===== src/rtl/decode_wb_ctrl_if.sv =====
// Bus bundle between decode_wb_ctrl, its instruction source, RegisterFile and ALU.
// The slave modport is the sequencer's view; master is the surrounding environment.
interface decode_wb_ctrl_if #(
    parameter int WIDTH = 16
);
    logic [15:0]      instr;
    logic             instr_valid;
    logic             instr_ready;
    logic [WIDTH-1:0] rf_out1;
    logic [WIDTH-1:0] rf_out2;
    logic [WIDTH-1:0] alu_result;
    logic [3:0]       select1;
    logic [3:0]       select2;
    logic [4:0]       rf_enable;
    logic [WIDTH-1:0] rf_data_in;
    logic [WIDTH-1:0] alu_a;
    logic [WIDTH-1:0] alu_b;
    logic [7:0]       alu_op;
    logic             done;

    modport slave (
        input  instr, instr_valid, rf_out1, rf_out2, alu_result,
        output instr_ready, select1, select2, rf_enable, rf_data_in,
               alu_a, alu_b, alu_op, done
    );

    modport master (
        output instr, instr_valid, rf_out1, rf_out2, alu_result,
        input  instr_ready, select1, select2, rf_enable, rf_data_in,
               alu_a, alu_b, alu_op, done
    );
endinterface


===== src/rtl/decode_wb_ctrl.sv =====
// Decode / writeback sequencer in front of RegisterFile: IDLE -> READ -> EXEC -> WB,
// one instruction in flight, one RegisterFile write per writing instruction.
module decode_wb_ctrl #(
    parameter int           WIDTH   = 16,
    parameter logic [4:0]   NOWRITE = 5'b10000
) (
    input logic             clk,
    input logic             reset,
    decode_wb_ctrl_if.slave bus
);
    typedef enum logic [1:0] {
        ST_IDLE,
        ST_READ,
        ST_EXEC,
        ST_WB
    } state_t;

    state_t           state_q, state_d;
    logic [15:0]      instr_q, instr_d;
    logic [WIDTH-1:0] alu_a_q, alu_a_d;
    logic [WIDTH-1:0] alu_b_q, alu_b_d;
    logic [7:0]       alu_op_q, alu_op_d;
    logic [WIDTH-1:0] data_q, data_d;

    logic [3:0]       opcode, rdest, opext, rsrc;
    logic [7:0]       imm;
    logic [WIDTH-1:0] imm_ext;
    logic             writes;

    assign opcode = instr_q[15:12];
    assign rdest  = instr_q[11:8];
    assign opext  = instr_q[7:4];
    assign rsrc   = instr_q[3:0];
    assign imm    = instr_q[7:0];

    always_comb begin
        imm_ext = '0;
        case (opcode)
            4'h5, 4'h9, 4'hB, 4'hD: imm_ext = {{(WIDTH-8){imm[7]}}, imm};
            4'h1, 4'h2, 4'h3:       imm_ext = WIDTH'(imm);
            4'hF:                   imm_ext = WIDTH'(imm) << 8;
            default:                imm_ext = WIDTH'(imm);
        endcase
    end

    // CMP (0000/1011), CMPI (1011) and unlisted opcodes never write back.
    always_comb begin
        writes = 1'b0;
        case (opcode)
            4'h0:                                   writes = (opext != 4'hB);
            4'h1, 4'h2, 4'h3, 4'h5, 4'h9, 4'hD, 4'hF: writes = 1'b1;
            default:                                writes = 1'b0;
        endcase
    end

    always_comb begin
        state_d  = state_q;
        instr_d  = instr_q;
        alu_a_d  = alu_a_q;
        alu_b_d  = alu_b_q;
        alu_op_d = alu_op_q;
        data_d   = data_q;
        case (state_q)
            ST_IDLE: begin
                if (bus.instr_valid) begin
                    instr_d = bus.instr;
                    state_d = ST_READ;
                end
            end
            ST_READ: begin
                alu_a_d  = bus.rf_out1;
                alu_b_d  = (opcode == 4'h0) ? bus.rf_out2 : imm_ext;
                alu_op_d = {opcode, opext};
                state_d  = ST_EXEC;
            end
            ST_EXEC: begin
                data_d  = bus.alu_result;
                state_d = ST_WB;
            end
            ST_WB: begin
                state_d = ST_IDLE;
            end
            default: state_d = ST_IDLE;
        endcase
    end

    always_ff @(posedge clk) begin
        if (!reset) begin
            state_q  <= ST_IDLE;
            instr_q  <= '0;
            alu_a_q  <= '0;
            alu_b_q  <= '0;
            alu_op_q <= '0;
            data_q   <= '0;
        end else begin
            state_q  <= state_d;
            instr_q  <= instr_d;
            alu_a_q  <= alu_a_d;
            alu_b_q  <= alu_b_d;
            alu_op_q <= alu_op_d;
            data_q   <= data_d;
        end
    end

    // Gated by reset directly so a reset landing on WB suppresses that edge's write.
    assign bus.instr_ready = (state_q == ST_IDLE) && reset;
    assign bus.done        = (state_q == ST_WB) && reset;
    assign bus.rf_enable   = ((state_q == ST_WB) && reset && writes) ? {1'b0, rdest} : NOWRITE;
    assign bus.select1     = rdest;
    assign bus.select2     = rsrc;
    assign bus.rf_data_in  = data_q;
    assign bus.alu_a       = alu_a_q;
    assign bus.alu_b       = alu_b_q;
    assign bus.alu_op      = alu_op_q;
endmodule


===== src/flat_wrapper.sv =====
// flat-port wrapper written by rule: the top's interface ports become plain ports
module decode_wb_ctrl_flat 
#(
    parameter int           WIDTH   = 16,
    parameter logic [4:0]   NOWRITE = 5'b10000
)
  (clk, reset, bus_instr, bus_instr_valid, bus_rf_out1, bus_rf_out2, bus_alu_result, bus_instr_ready, bus_select1, bus_select2, bus_rf_enable, bus_rf_data_in, bus_alu_a, bus_alu_b, bus_alu_op, bus_done);
  decode_wb_ctrl_if #(.WIDTH(WIDTH)) bus_i ();
  input logic clk;
  input logic reset;
  input wire logic [$bits(bus_i.instr)-1:0] bus_instr;
  input wire logic [$bits(bus_i.instr_valid)-1:0] bus_instr_valid;
  input wire logic [$bits(bus_i.rf_out1)-1:0] bus_rf_out1;
  input wire logic [$bits(bus_i.rf_out2)-1:0] bus_rf_out2;
  input wire logic [$bits(bus_i.alu_result)-1:0] bus_alu_result;
  output wire logic [$bits(bus_i.instr_ready)-1:0] bus_instr_ready;
  output wire logic [$bits(bus_i.select1)-1:0] bus_select1;
  output wire logic [$bits(bus_i.select2)-1:0] bus_select2;
  output wire logic [$bits(bus_i.rf_enable)-1:0] bus_rf_enable;
  output wire logic [$bits(bus_i.rf_data_in)-1:0] bus_rf_data_in;
  output wire logic [$bits(bus_i.alu_a)-1:0] bus_alu_a;
  output wire logic [$bits(bus_i.alu_b)-1:0] bus_alu_b;
  output wire logic [$bits(bus_i.alu_op)-1:0] bus_alu_op;
  output wire logic [$bits(bus_i.done)-1:0] bus_done;
  assign bus_i.instr = bus_instr;
  assign bus_i.instr_valid = bus_instr_valid;
  assign bus_i.rf_out1 = bus_rf_out1;
  assign bus_i.rf_out2 = bus_rf_out2;
  assign bus_i.alu_result = bus_alu_result;
  assign bus_instr_ready = bus_i.instr_ready;
  assign bus_select1 = bus_i.select1;
  assign bus_select2 = bus_i.select2;
  assign bus_rf_enable = bus_i.rf_enable;
  assign bus_rf_data_in = bus_i.rf_data_in;
  assign bus_alu_a = bus_i.alu_a;
  assign bus_alu_b = bus_i.alu_b;
  assign bus_alu_op = bus_i.alu_op;
  assign bus_done = bus_i.done;
  decode_wb_ctrl #(.WIDTH(WIDTH), .NOWRITE(NOWRITE)) u_core (.clk(clk), .reset(reset), .bus(bus_i));
endmodule

===== config.mk =====
export PLATFORM = sky130hd
export DESIGN_NAME = decode_wb_ctrl_flat
export DESIGN_NICKNAME = d
export VERILOG_FILES = /design/src/rtl/decode_wb_ctrl_if.sv /design/src/rtl/decode_wb_ctrl.sv /design/src/flat_wrapper.sv
export SDC_FILE = /design/constraint.sdc
export NUM_CORES = 1
export LEC_CHECK = 0
export CORE_MARGIN = 10
export CORE_UTILIZATION = 31
export DETAILED_ROUTE_END_ITERATION = 12
export PLACE_DENSITY = 0.59
export SLEW_MARGIN = 5
export SYNTH_ARGS = -nofsm -noshare
export SYNTH_HDL_FRONTEND = slang
export SYNTH_SLANG_ARGS = --single-unit

===== constraint.sdc =====
create_clock -name clk -period 4.85 [get_ports clk]
set_clock_uncertainty 0.15 [all_clocks]
set_input_delay 0.97 -clock clk [delete_from_list [all_inputs] [get_ports clk]]
set_output_delay 0.97 -clock clk [all_outputs]
set_load 0.005 [all_outputs]

==> summary.md, run 1 <==
| Metric | Value |
|---|---|
| Port Buf Inserts | `roughly 140` |
| Site Rows | `36` |
| Syn_nets | `between 300 and 400` |
| Reg2reg setup slack | `2530 ps` |
| DPL Wire Length | `6.96 mm` |
| Clk buf depth | `2` |
| Leakage power | `0.00168 µW` |
| Period utilisation layout | `0.695` |
| Multiplexer share of the synthesized area | `0.149` |
| Vias in the first global route | `2689` |
| DRT iter0 DRCs | `93` |
| Prevailing post-synth register cell | `dfxtp_1` |
| YS warnings | `0` |
| CP required | `3730 ps` |
| Worst slew pin tran | `1120 ps` |
| Multi-input gate area | `1490 µm²` |
| # resized after CTS | `0` |
| Reg clk slew, reported paths | `80 ps` |
| Max-cap violation count | `0` |
| Adder-cell share of the synthesized area | `0.0198` |
| Status | `finished, final reports clean` |
| Synth Area in Compound Gates | `0.121` |
| Die X | `121 µm` |
| Effective utilization at floorplan | `0.321` |
| Hold buffers post-CTS | `0` |
| Grt ovf | `0` |
| Via density | `~4.6` |
| Combinational share of power | `0.381` |
| CP Data Arrival Time | `2250 ps` |
| Yosys cell types | `31` |
| Register area | `approximately 1500 µm²` |
| Yosys reg bits | `74` |
| Post-Syn Area | `3150 µm²` |
| Area growth, synth to finish | `49.1%` |
| Crit Path Category | `reg2out` |
| Antenna Cells | `0` |
| Power Density | `449 nW/µm²` |
| Setup violators final | `0` |
| Worst min-delay path class | `reg2reg` |
| Final Hold Fails | `0` |
| CTS sink count | `74` |
| Routed len/inst | `16.4 µm` |
| Worst relative slew slack | `0.255` |
| Most frequent cells in the layout | `clkdlybuf4s50_1 (136), dfxtp_1 (74), nand2_1 (48)` |
| CP Max Fanout | `11` |
| DRT Pass-1 Iters | `4` |
| Routed via count | `2648` |
| Largest net degree at the start of global routing | `a little over 70` |
| Detail Route Antenna Nets | `0` |
| Register area share after synthesis | `0.470` |
| Final max-slew violation count | `0` |
| RSZ-0062 raised after global routing | `no` |
| Layout cells sized above 1 | `0.0403` |
| Clock share of power | `0.224` |
| Fill count | `about 1000` |
| Switching Fraction | `0.317` |
| Post-synthesis async set-or-reset flop share | `0` |
| Post-synth EDFFs | `0` |
| Post-synthesis simple-gate area fraction | `0.180` |
| First-pass GRT wire length | `15.0 mm` |
| Global Route Usage Sum | `0.128` |
| DRC errors left | `0` |
| Final worst path period need | `3370 ps` |
| Nets | `515` |
| Total negative slack | `0 ps` |
| Core area | `9820 µm²` |
| Root Driver | `clkbuf_8` |
| Peak VDD IR | `approximately 0.19 mV` |
| CTS tree | `done` |
| Post-Route WL | `9.52 mm` |
| Post-CTS setup buffer count | `0` |
| Clock latency on the worst-skew pair | `340 ps` |
| Setup crit end kind | `output pin` |
| Pre-CTS setup slack | `1590 ps` |
| Num CTS Buffers | `9` |
| P_sw | `669 µW` |
| GPL Wtd Cong | `0.734` |
| Setup ws final | `approximately 1500 ps` |
| Max Fclk | `0.297 GHz` |
| Ports | `approximately 140` |
| Cell Int Power | `1440 µW` |
| Antenna violations before repair | `0` |
| CTS H-tree lvls | `3` |
| Die area | `between 10000 and 15000 µm²` |
| Mapped Avg Cell Area | `9.64 µm²` |
| Sequential power share | `0.395` |
| Die span in y | `121 µm` |
| Xor-xnor portion of the synthesized cell area | `0` |
| Startpoint Class | `register` |
| Largest family of logic cells by synthesized area | `simple AND/OR/NAND/NOR gates` |
| Commonest non-fill, non-tap cell in the layout | `clkdlybuf4s50_1` |
| Synth Instances | `roughly 330` |
==> cells by family after synthesis <==
kind of cell	after synthesis
compound gates	58
flops	74
mux	47
buf+inv	35
simple gates	108
fa+ha+maj	5
==> synth_stat cells, types with 2 or more instances <==
cell type	n	area share
nand2_1	48	0.057
nor2_1	2	0.0024
o21ai_1	6	0.0095
a31oi_1	10	0.020
a21boi_0	13	0.031
o211ai_1	2	0.0048
mux2i_1	47	0.15
a22oi_1	7	0.017
inv_1	2	0.0024
ha_1	5	0.020
a21boi_1	3	0.0071
buf_6	2	0.0071
dfxtp_1	74	0.47
o21ai_0	10	0.016
a21oi_1	4	0.0064
nor2b_1	45	0.089
nand3_1	4	0.0064
clkbuf_1	14	0.017
buf_2	8	0.013
and2_1	3	0.0060
buf_4	8	0.019
==> per-stage QoR <==
| stage | hold slack, ps | instances | cell area [µm²] | util | total power, µW |
|---|---|---|---|---|---|
| 2_1_floorplan | 295 | 327 | 3150 | - | 1300 |
| 3_5_place_dp | 291 | 565 | 4520 | 0.460 | 1670 |
| 4_1_cts | 302 | 580 | 4700 | 0.479 | 2150 |
| 5_1_grt | 321 | 580 | 4700 | 0.479 | 2270 |
| 3_3_place_gp | 286 | 565 | 4520 | 0.460 | 1660 |
| 6_report | 301 | 580 | 4700 | 0.479 | 2110 |
==> worst max-delay path, stage by stage (launching register included) <==
cell             delay, ps
dfxtp_1                430
or4b_1                 550
o22ai_2                270
a21bo_1                160
clkdlybuf4s50_1        500
==> state kept, by name, indices dropped and copies added (netlist names) <==
name / flops
u_core.bus.rf_data_in: 16
u_core.instr_q: 16
u_core.bus.alu_op: 8
u_core.bus.alu_a: 16
u_core.state_q: 2
u_core.bus.alu_b: 16
==> final cells by class <==
cell class,instances,area share
Inverter,2,0.00160
Clock buffer,12,0.0309
Multi-Input combinational cell,218,0.316
Timing Repair Buffer,138,0.292
Clock inverter,3,0.00852
Sequential cell,74,0.315
Tap cell,133,0.0354
==> metal layers <==
layer,share of wire,track usage,vias up
li1,-,-,1329
met1,0.45,0.154,1223
met2,0.45,0.198,83
met3,0.088,0.0568,13
met4,0.015,0.0475,0
met5,0,0,-
==> power by group through the flow <==
stage          clock, µW  combinational [µW]  sequential [µW]
4_1_cts              489                 826              834
5_1_grt              514                 898              853
2_1_floorplan          0                 467              830
3_5_place_dp           0                 825              847
3_3_place_gp           0                 819              841
6_report             473                 804              832
==> path summary, 6_finish.rpt <==
kind                                    start                               end  cells after the start
min reg2reg  u_core.bus.alu_b[1]$_SDFFE_PN0N_  u_core.bus.alu_b[1]$_SDFFE_PN0N_                      2
min          u_core.bus.alu_b[1]$_SDFFE_PN0N_  u_core.bus.alu_b[1]$_SDFFE_PN0N_                      2
max           u_core.instr_q[12]$_SDFFE_PN0P_                  bus_rf_enable[4]                      4
max reg2reg    u_core.state_q[1]$_SDFFE_PN0P_  u_core.bus.alu_b[2]$_SDFFE_PN0N_                      4
(Power assumes the default switching activity.)
==> run 2, diff against run 1 <==
- clock period: 4.85 -> 3.15 ns (I/O delays scaled with it)
==> run 2 against run 1 <==
Against the previous run: via count is essentially flat; sequential share of layout area shrank 0.52 points; first-iteration DRC count grew 24%; global-route usage shrank 0.054 points; critical path depth is the same; die area is the same; non-clock buffer count grew 2; setup slack lost 1400 ps; cell area grew 1.7%.
==> summary.md, run 2 (same netlist as run 1, synthesis figures left out) <==
| Metric | Value |
|---|---|
| DRT Pass-1 Iters | `4 (unchanged)` |
| Leakage power | `0.00172 µW (+2.2%)` |
| Area growth, synth to finish | `51.6%` |
| CP Data Arrival Time | `2250 ps (about the same)` |
| Setup ws final | `116 ps (-1360 ps)` |
| Worst relative slew slack | `0.354 (+0.0994)` |
| Port Buf Inserts | `137 (unchanged)` |
| Nets | `517 (+0.39%)` |
| Ports | `138 (unchanged)` |
| Num CTS Buffers | `9 (unchanged)` |
| Die area | `14600 µm² (unchanged)` |
| Antenna Cells | `0 (unchanged)` |
| Max Fclk | `0.330 GHz` |
| CP Max Fanout | `11 (unchanged)` |
| Hold buffers post-CTS | `0 (unchanged)` |
| Routed len/inst | `16.3 µm (-0.48%)` |
| Startpoint Class | `register` |
| Commonest non-fill, non-tap cell in the layout | `clkdlybuf4s50_1` |
| Total power | `3430 µW (+63%)` |
| Max-cap violation count | `0 (unchanged)` |
| Post-CTS setup buffer count | `0 (unchanged)` |
| Final Hold Fails | `0 (unchanged)` |
| Largest net degree at the start of global routing | `71 (unchanged)` |
| Clk buf depth | `2 (unchanged)` |
| Post-Route Utilization | `0.487 (+0.00803)` |
| Layout cells sized above 1 | `0.0511 (+0.0108)` |
| Grt ovf | `0 (unchanged)` |
| Worst min-delay path class | `reg2reg` |
| Status | `finished, final reports clean` |
| Via density | `4.54 (-0.55%)` |
| Root Driver | `clkbuf_8` |
| GPL Wtd Cong | `0.735 (+0.18%)` |
| Total negative slack | `0 ps (unchanged)` |
| Post-Route WL | `9.53 mm (about the same)` |
| Routed via count | `2647 (-0.038%)` |
| Period utilisation layout | `0.963` |
| CP required | `2370 ps (-1360 ps)` |
| Peak VDD IR | `0.241 mV (+28%)` |
| Die X | `121 µm (unchanged)` |
| Detail Route Antenna Nets | `0 (unchanged)` |
| Crit Path Category | `reg2out` |
| Register area | `1480 µm² (unchanged)` |
| Setup crit end kind | `output pin` |
| Fill count | `996 (unchanged)` |
| CTS H-tree lvls | `3 (unchanged)` |
| Reg2reg setup slack | `1160 ps (-1370 ps)` |
| # resized after CTS | `0 (unchanged)` |
| Power Density | `717 nW/µm² (+60%)` |
| Global Route Usage Sum | `0.128 (-0.000543)` |
| CTS sink count | `74 (unchanged)` |
| Die span in y | `121 µm (unchanged)` |
| First-pass GRT wire length | `14.9 mm (-0.96%)` |
| DRC errors left | `0 (unchanged)` |
| RSZ-0062 raised after global routing | `no` |
| Multi-input gate area | `1490 µm² (+0.50%)` |
| CTS tree | `done` |
| Worst slew pin tran | `969 ps (-149 ps)` |
| Final worst path period need | `just over 3000 ps` |
| Clock latency on the worst-skew pair | `340 ps (about the same)` |
| Vias in the first global route | `2713 (+0.89%)` |
| Antenna violations before repair | `0 (unchanged)` |
| Site Rows | `36 (unchanged)` |
| Reg clk slew, reported paths | `80 ps (about the same)` |
| Effective utilization at floorplan | `0.321 (unchanged)` |
| DPL Wire Length | `6.96 mm (about the same)` |
| Final max-slew violation count | `0 (unchanged)` |
| Most frequent cells in the layout | `clkdlybuf4s50_1 (136), dfxtp_1 (74), nand2_1 (48)` |
| Core area | `9820 µm² (unchanged)` |
| Pre-CTS setup slack | `467 ps (-1120 ps)` |
| DRT iter0 DRCs | `115 (+24%)` |
| Setup violators final | `0 (unchanged)` |
[run 2: changes by cell type in the layout (fill, tap and decap cells not counted)]
cell and change:
o22ai_4 +1, clkinv_4 +2, o22ai_2 -1, bufinv_16 +2
buf_4 +2, clkbuf_8 -1, clkbuf_1 -2
[run 2: worst paths after layout]
check,from,to,depth (start not counted)
hold / removal,u_core.bus.alu_b[1]$_SDFFE_PN0N_,u_core.bus.alu_b[1]$_SDFFE_PN0N_,2
hold reg to reg,u_core.bus.alu_b[1]$_SDFFE_PN0N_,u_core.bus.alu_b[1]$_SDFFE_PN0N_,2
setup reg to reg,u_core.state_q[1]$_SDFFE_PN0P_,u_core.bus.alu_b[2]$_SDFFE_PN0N_,6
setup / recovery,u_core.instr_q[12]$_SDFFE_PN0P_,bus_rf_enable[4],4
[run 2: area by class of cell]
cell class | count | area share
Timing Repair Buffer | 140 | 0.291
Clock inverter | 7 | 0.0246
Sequential cell | 74 | 0.310
Inverter | 2 | 0.00157
Tap cell | 133 | 0.0348
Clock buffer | 9 | 0.0259
Multi-Input combinational cell | 218 | 0.313
[run 2: power breakdown]
group	switching (µW)	leakage (µW)	internal (µW)
Clock	367	0.000123	526
Sequential	141	0.000605	1140
Combinational	553	0.000991	702
Total	1060	0.00172	2370
[run 2: critical path, stage by stage (launching register included)]
cell and delay [ps]:
dfxtp_1 420, or4b_1 590, o22ai_4 230, a21bo_1 160
clkdlybuf4s50_1 510
[run 2: stage by stage]
step                cell area [µm²]  hold slack (ps)  instances
global route                   4780              330        583
CTS                            4770              303        583
floorplan                      3150              295        327
global placement               4530              287        567
detailed placement             4530              292        567
finish                         4780              299        583
[run 2: per-layer routing]
metal | vias up | global-route usage | share of wire
met2 | 80 | 0.202 | 0.46
li1 | 1334 | - | -
met4 | 0 | 0.0407 | 0.0079
met5 | - | 0 | 0
met3 | 8 | 0.0605 | 0.096
met1 | 1225 | 0.150 | 0.43
==> run 3, diff against run 2 <==
- CELL_PAD_IN_SITES_DETAIL_PLACEMENT: default -> 1
- CELL_PAD_IN_SITES_GLOBAL_PLACEMENT: default -> 1
- CORE_ASPECT_RATIO: default -> 1.2
- PLACE_DENSITY: 0.59 -> 0.78
==> run 3 against run 2 <==
Against the previous run: wire length rose by 9.8%; register-to-register slack got worse by 130 ps; final cell count fell by 1.2%; maximum frequency rose by 2.0%; cell area rose by 1.3%; die area rose by 0.12%; critical path depth did not move; setup slack improved by 59 ps; worst hold slack improved by 1.5 ps; sequential power barely moved; largest cell class unchanged; largest power group unchanged.
==> summary.md, run 3 (same netlist as run 1, synthesis figures left out) <==
| Metric | Value |
|---|---|
| Detail Route Antenna Nets | `0 (unchanged)` |
| Global Route Usage Sum | `0.139 (+0.0111)` |
| Routed via count | `2746 (+3.7%)` |
| Most frequent cells in the layout | `clkdlybuf4s50_1 (136), dfxtp_1 (74), nand2_1 (48)` |
| Period utilisation layout | `0.945 (-0.0187)` |
| Pre-CTS setup slack | `509 ps (+42.0 ps)` |
| Clock latency on the worst-skew pair | `320 ps (-20 ps)` |
| # resized after CTS | `0 (unchanged)` |
| Worst hold path depth | `2 (unchanged)` |
| DPL Wire Length | `7.93 mm (+14%)` |
| Total power | `3660 µW (+6.6%)` |
| Routed length on met1 | `4.17 mm (+1.4%)` |
| DRC errors left | `0 (unchanged)` |
| CTS sink count | `74 (unchanged)` |
| Total negative slack | `0 ps (unchanged)` |
| Hold Slack | `300 ps (+1.46 ps)` |
| Area growth, synth to finish | `53.7%` |
| Leakage power | `0.00175 µW (+1.7%)` |
| Reg2reg start | `u_core.state_q[1]$_SDFFE_PN0P_` |
| Reg2reg path depth | `5 (-1)` |
| Met3 wire length | `869 µm (-4.6%)` |
| Die span in y | `130 µm (+8.0%)` |
| Status | `finished, final reports clean` |
| Startpoint Class | `register` |
| Largest net degree at the start of global routing | `71 (unchanged)` |
| Max-cap violation count | `0 (unchanged)` |
| Hold Path End | `u_core.bus.alu_b[4]$_SDFFE_PN0N_` |
| Setup ws final | `174 ps (+58.9 ps)` |
| Antenna violations before repair | `1 (+1)` |
| Vias in the first global route | `3038 (+12%)` |
| Worst slew pin tran | `975 ps (+6.47 ps)` |
| Root Driver | `clkbuf_16` |
| Worst min-delay path class | `reg2reg` |
| Top Metal Used | `met4` |
| CP Max Fanout | `11 (unchanged)` |
| CP required | `2370 ps (about the same)` |
| Ports | `138 (unchanged)` |
| Commonest non-fill, non-tap cell in the layout | `clkdlybuf4s50_1` |
| Port Buf Inserts | `137 (unchanged)` |
| Post-Route Utilization | `0.486 (about the same)` |
| Power Density | `755 nW/µm² (+5.2%)` |
| Peak VDD IR | `0.272 mV (+13%)` |
| CP Data Arrival Time | `2200 ps (-50 ps)` |
| CTS tree | `done` |
| Setup crit end kind | `output pin` |
| Post-Route WL | `10.5 mm (+9.8%)` |
| Crit Path Category | `reg2out` |
| Max Fclk | `0.336 GHz (+2.0%)` |
| Nets | `517 (unchanged)` |
| Num CTS Buffers | `9 (unchanged)` |
| First-pass GRT wire length | `16.4 mm (+10%)` |
| Final worst path period need | `2980 ps (-58.9 ps)` |
| Met2 wire length | `5.29 mm (+20%)` |
| RSZ-0062 raised after global routing | `no` |
| Final max-slew violation count | `0 (unchanged)` |
| Die X | `112 µm (-7.3%)` |
| Grt ovf | `0 (unchanged)` |
| CTS H-tree lvls | `3 (unchanged)` |
| Reg2reg setup slack | `1030 ps (-130 ps)` |
| GPL Wtd Cong | `0.734 (about the same)` |
| Final Hold Fails | `0 (unchanged)` |
| Routed len/inst | `18.2 µm (+11%)` |
| Layout cells sized above 1 | `0.0468 (-0.00434)` |
| R2R Path End | `u_core.bus.alu_a[13]$_SDFFE_PN0N_` |
| Hold wc startpoint | `u_core.bus.alu_b[4]$_SDFFE_PN0N_` |
| Core area | `9960 µm² (+1.4%)` |
| Fill count | `1108 (+11%)` |
| Reg clk slew, reported paths | `60 ps (-20 ps)` |
| Hold buffers post-CTS | `0 (unchanged)` |
| DRT Pass-1 Iters | `4 (unchanged)` |
| Effective utilization at floorplan | `0.316 (-0.00452)` |
| Post-CTS setup buffer count | `0 (unchanged)` |
| DRT iter0 DRCs | `54 (-53%)` |
| Clk buf depth | `2 (unchanged)` |
| Via density | `4.77 (+5.0%)` |
| Site Rows | `40 (+11%)` |
| Die area | `14600 µm² (+0.12%)` |
| Worst relative slew slack | `0.350 (-0.00431)` |
| Setup violators final | `0 (unchanged)` |
==> run 3: layer usage <==
metal | GRT usage | vias to the layer above
met2 | 0.256 | 83
met5 | 0 | -
li1 | - | 1336
met4 | 0.0344 | 0
met3 | 0.0638 | 9
met1 | 0.140 | 1318
==> run 3: area by class of cell <==
type,instances,area (µm²),share of cell area
Inverter,2,7.51,0.00155
Tap cell,126,158,0.0325
Timing Repair Buffer,140,1390,0.287
Clock inverter,4,76.3,0.0158
Clock buffer,11,243,0.0501
Multi-Input combinational cell,218,1490,0.307
Antenna cell,1,2.50,0.000517
Sequential cell,74,1480,0.306
==> run 3: metrics by stage <==
stage                     std cells  instance area, µm²
after global placement          560                4520
after global routing            576                4840
after detailed placement        560                4520
final                           576                4840
after CTS                       575                4840
after floorplan                 327                3150
==> run 3: how the worst max path moves through the flow <==
stage | startpoint | end | slack (ps) | cells past startpoint
finish | u_core.instr_q[12]$_SDFFE_PN0P_ | bus_rf_enable[4] | 170 | 4
global route | u_core.instr_q[12]$_SDFFE_PN0P_ | bus_rf_enable[4] | 70 | 4
CTS | u_core.instr_q[12]$_SDFFE_PN0P_ | bus_rf_enable[4] | 150 | 4
detailed placement | u_core.instr_q[12]$_SDFFE_PN0P_ | bus_rf_enable[4] | 510 | 4
global placement | u_core.instr_q[12]$_SDFFE_PN0P_ | bus_rf_enable[4] | 530 | 4
floorplan | reset | bus_rf_enable[4] | 970 | 4
==> run 3: worst max-delay path, cell delays in order (launching register included) <==
cell             delay, ps
dfxtp_1                420
or4b_1                 550
o22ai_2                260
a21bo_1                150
clkdlybuf4s50_1        490
==> run 3: report_power, final <==
part	total (µW)	leakage, µW	switching (µW)	internal [µW]
clock network	1090	0.000152	380	712
registers	1290	0.000605	147	1140
logic	1270	0.000991	572	702
